## src/rtl/if_stage.sv

```systemverilog
// Instruction-fetch stage: owns the PC, drives instruction memory and loads the IF/ID
// pipeline register with a fetched word or a NOP bubble.
module if_stage #(
    parameter logic [31:0] RESET_PC  = 32'h0000_0000,
    parameter logic [31:0] NOP_INSTR = 32'h0000_0000
) (
    input  logic        clk,
    input  logic        reset,
    input  logic        Stall,
    input  logic [2:0]  JumpFlag,
    input  logic [31:0] BranchAddr,
    input  logic [31:0] JumpAddr,
    input  logic [31:0] JrAddr,
    input  logic [31:0] imem_data,
    input  logic        imem_ready,
    output logic [31:0] imem_addr,
    output logic [31:0] PC,
    output logic [31:0] Instruction_id,
    output logic [31:0] PC_plus4_id,
    output logic        valid_id
);

    localparam int unsigned XLEN      = 32;
    localparam int unsigned JF_W      = 3;
    localparam int unsigned JF_BRANCH = 0;
    localparam int unsigned JF_JUMP   = 1;
    localparam int unsigned JF_JR     = 2;

    typedef struct packed {
        logic [XLEN-1:0] instr;
        logic [XLEN-1:0] pc_plus4;
        logic            valid;
    } ifid_t;

    localparam ifid_t IFID_BUBBLE = '{instr: NOP_INSTR, pc_plus4: '0, valid: 1'b0};

    logic [XLEN-1:0] pc_d,   pc_q;
    ifid_t           ifid_d, ifid_q;
    logic [XLEN-1:0] pc_inc_c;
    logic [XLEN-1:0] redirect_pc_c;
    logic            redirect_c;

    // Modulo-2^32 increment; wraps silently past the top of the address space.
    assign pc_inc_c = pc_q + XLEN'(4);

    // jr outranks j/jal, which outranks a taken branch.
    always_comb begin
        redirect_c    = (JumpFlag != JF_W'(0));
        redirect_pc_c = BranchAddr;
        if (JumpFlag[JF_JR]) begin
            redirect_pc_c = JrAddr;
        end else if (JumpFlag[JF_JUMP]) begin
            redirect_pc_c = JumpAddr;
        end else if (JumpFlag[JF_BRANCH]) begin
            redirect_pc_c = BranchAddr;
        end
    end

    // Stall outranks a redirect: ID is frozen and re-presents its request next cycle.
    always_comb begin
        pc_d   = pc_q;
        ifid_d = ifid_q;
        if (Stall) begin
            pc_d   = pc_q;
            ifid_d = ifid_q;
        end else if (redirect_c) begin
            pc_d   = redirect_pc_c;
            ifid_d = IFID_BUBBLE;
        end else if (!imem_ready) begin
            pc_d   = pc_q;
            ifid_d = IFID_BUBBLE;
        end else begin
            pc_d           = pc_inc_c;
            ifid_d.instr    = imem_data;
            ifid_d.pc_plus4 = pc_inc_c;
            ifid_d.valid    = 1'b1;
        end
    end

    always_ff @(posedge clk) begin
        if (reset) begin
            pc_q   <= RESET_PC;
            ifid_q <= IFID_BUBBLE;
        end else begin
            pc_q   <= pc_d;
            ifid_q <= ifid_d;
        end
    end

    assign imem_addr      = pc_q;
    assign PC             = pc_q;
    assign Instruction_id = ifid_q.instr;
    assign PC_plus4_id    = ifid_q.pc_plus4;
    assign valid_id       = ifid_q.valid;

endmodule

```

## config.mk

```make
export PLATFORM = sky130hd
export DESIGN_NAME = if_stage
export DESIGN_NICKNAME = d
export VERILOG_FILES = /design/src/rtl/if_stage.sv
export SDC_FILE = /design/constraint.sdc
export NUM_CORES = 1
export LEC_CHECK = 0
export BUFFER_PORTS_ARGS = -buffer_cell sky130_fd_sc_hd__buf_2
export CAP_MARGIN = 25
export CORE_ASPECT_RATIO = 0.7
export CORE_UTILIZATION = 50
export DETAILED_ROUTE_END_ITERATION = 8
export GPL_TIMING_DRIVEN = 0
export PLACE_DENSITY_LB_ADDON = 0.08
export RECOVER_POWER = 100
export SLEW_MARGIN = 10
export SYNTH_ARGS = -nofsm -noshare
export SYNTH_HDL_FRONTEND = slang
export SYNTH_SLANG_ARGS = --single-unit
```

## constraint.sdc

```tcl
create_clock -name clk -period 3.6 [get_ports clk]
set_clock_uncertainty 0.15 [all_clocks]
set_input_delay 0.72 -clock clk [delete_from_list [all_inputs] [get_ports clk]]
set_output_delay 0.72 -clock clk [all_outputs]
set_load 0.05 [all_outputs]
```

==> impl_metrics.yaml <==
cells_and_area:
  nets: 1057
  final_common_cell: "clkbuf_1"
  layout.cells.non_filler: 1054
  multi_input_area_um2: 2714
  antenna_cells: 0
  mostFrequentLayoutCells: "clkbuf_1 (171), buf_2 (135), dfxtp_1 (97)"
  final_layout_size_suffix_gt1_frac: 0.2181
  nFillCells: 927
  area_growth_pct: 31.25
  seq_area_um2: 1942
timing:
  final-hold-violation-count: 0
  worst_slack_ns: 0.6306
  min_period_over_period: 0.8248
  slew_viol_final: 0
  min_period_ns: 2.969
  setup_viol: 0
  finalSetupTns_ns: 0
  slew_headroom: 0.3905
  clock.fmax_mhz: 336.8
  tightest_slew_ns: 0.9072
  grt_setup_unrepaired: "false"
global_route:
  grt_overflow: 0
  first_global_vias: 5658
  grt_first_pass_wirelength_um: 29380
  grt.total_usage: 0.3650
  grt_max_degree: 18
  antenna_found_initial: 0
logic_synthesis:
  synth_nets: 783
  syn_inst: 647
  synth_seq_cells: 97
  syn_area_um2: 5145
  seq_area_frac_synth: 0.3774
  postSynthAreaPerCell_um2: 7.952
  yosysUniqueCellTypes: 55
  async_flop_share: 0
  synth_warnings: 0
  synth-edff-count: 0
  ys.flop_type: "dfxtp_1"
place:
  place_congestion: 0.9143
  dpl_worst_slack_ns: 0.7391
  placed_cells: 1038
  dp_hpwl_um: 14900
  numPortBuffers: 263
critical_path:
  reg2reg_slack_ns: 0.63
  reg2reg_depth: 6
  reg2reg_to: "PC[31]"
  max_stage_delay_ns: 0.85
  rr_startpoint: "PC[4]"
  crit_start: "PC[4]"
  crit_chain: "clkbuf_1 > nand4_1 > nor3_1 > nand3_1 > mux2i_1 > o22ai_1"
  arrival_ns: 3.02
  crit_required_ns: 3.65
  crit_path_top_delay_cell: "nor3_1"
  critical_path_class: "register to register"
  cp_max_fo: 8
  worst_setup_path_end_kind: "register"
  worstSetupStartpointType: "register"
  worstSetupEndpoint: "PC[31]"
die:
  start_util: 0.5232
  die_y_um: 86.87
  io_pins: 264
  die_area_um2: 10710
  core_area_um2: 9834
  rows: 30
  dieWidth_um: 123.2
detailed_routing:
  wl_per_cell_um: 18.75
  drc: 0
  viasPerCell: 5.873
  num_vias: 6190
  drtPass1Iterations: 7
  drtAntennaViolNets: 0
  wl_um: 19760
  drt_iter0_markers: 964
power_and_ir_drop:
  power_density_nw_per_um2: 411.3
  total_power_uw: 2777
  ir_drop_mv: 0.2690
  power_leakage_uw: 0.002628
clock_tree:
  cts_tree: "yes"
  htree_levels: 3
  postCtsSetupRepairBufs: 0
  post_cts_resized: 0
  insertion_delay_ns: 0.35
  cts_hold_buf: 0
  clock-sinks: 97
  numCtsBuffers: 9
  cts.clk_slew.worst_paths_ns: 0.07
  clock-root-buffer: "clkbuf_16"
  clock_path_buffers: 2
run_status:
  outcome: "complete, no violations"
worst_hold_path:
  hp-class: "register to register"
run:
  maxCapViolations: 0
[cell usage after synthesis (2+ instances only)]
master,n,area share
nor3b_1,4,0.0058
buf_2,5,0.0049
dfxtp_1,97,0.38
mux2i_1,4,0.0078
o211ai_1,2,0.0029
o32ai_1,9,0.015
nor2_1,63,0.046
xnor2_1,14,0.024
nor4_1,3,0.0036
nor2b_1,3,0.0036
a31o_2,2,0.0034
o22ai_1,14,0.017
nor3_1,13,0.013
nor4_2,2,0.0049
a21oi_1,34,0.033
nand3_1,17,0.017
o311ai_1,2,0.0034
or3_4,3,0.0066
a211oi_1,5,0.0073
o21ai_1,4,0.0039
buf_4,34,0.050
a31oi_1,3,0.0036
o21ai_0,56,0.054
a22oi_1,66,0.096
o21a_1,2,0.0029
and4_1,4,0.0068
clkbuf_1,38,0.028
nand4_1,10,0.012
nand4_2,3,0.0073
buf_1,2,0.0015
o221ai_1,2,0.0034
nor3_2,2,0.0039
and3_1,6,0.0073
xor2_1,14,0.024
nand2b_1,3,0.0036
a221oi_1,2,0.0034
o311ai_0,2,0.0034
inv_1,12,0.0088
nand2_1,70,0.051
[metrics by stage]
stage	hold slack, ns	cell area [µm²]	util
5_1_grt	0.3339	6753	0.6866
6_report	0.3031	6753	0.6866
2_1_floorplan	0.5125	5145	-
3_5_place_dp	0.2892	6621	0.6733
4_1_cts	0.3052	6933	0.7050
3_3_place_gp	0.2811	6621	0.6733
[logic make-up (layout without fill, tap and decap cells)]
family	Yosys count	in the layout	share of synthesized area
fa+ha+maj	1	1	0.002432
compound gates	211	211	0.2644
simple gates	214	214	0.2057
buf+inv	91	370	0.09241
xor+xnor	28	28	0.04767
flops	97	97	0.3774
mux	5	5	0.009971
[worst max-delay path: cells and delay by family (launching register included)]
kind	cells	cell delay [ns]
and+or+nand+nor	3	1.63
buffers and inverters	1	0.30
DFF	1	0.39
AOI/OAI and AO/OA	1	0.10
muxes	1	0.24
[report_power, final]
part	total (µW)	internal (µW)	switching [µW]	leakage, µW
combinational	605	186	419	0.00169
sequential	1160	1100	58.0	0.000788
clock	1010	568	444	0.000155
[metal layers]
layer | track usage | share of wire
met5 | 0 | 0
met4 | 0.1073 | 0.020
met3 | 0.09293 | 0.11
met2 | 0.5947 | 0.46
met1 | 0.4771 | 0.40
[how the worst min path moves through the flow]
| stage | from | endpoint | slack (ns) | cells after the start |
|---|---|---|---|---|
| finish | PC_plus4_id[17] | PC_plus4_id[17] | 0.30 | 2 |
| global route | PC_plus4_id[26] | PC_plus4_id[26] | 0.33 | 2 |
| CTS | PC_plus4_id[31] | PC_plus4_id[31] | 0.31 | 2 |
| detailed placement | PC_plus4_id[31] | PC_plus4_id[31] | 0.29 | 2 |
| global placement | PC_plus4_id[27] | PC_plus4_id[27] | 0.28 | 2 |
| floorplan | PC_plus4_id[27] | PC_plus4_id[27] | 0.51 | 2 |
[sequential cells by signal, summed over array words and instances, names as in the netlist]
name,flops
valid_id,1
PC_plus4_id,32
PC,32
Instruction_id,32
[layout make-up]
cell class	instances	share of cell area
inverters	12	0.006670
flip-flops and latches	97	0.2876
clock inverters	6	0.01075
multi-input cells	459	0.4019
plain buffers	79	0.06337
repair buffers	263	0.1707
well taps	128	0.02372
clock buffers	10	0.03539
Note: power is estimated with default switching activity, not from simulation.
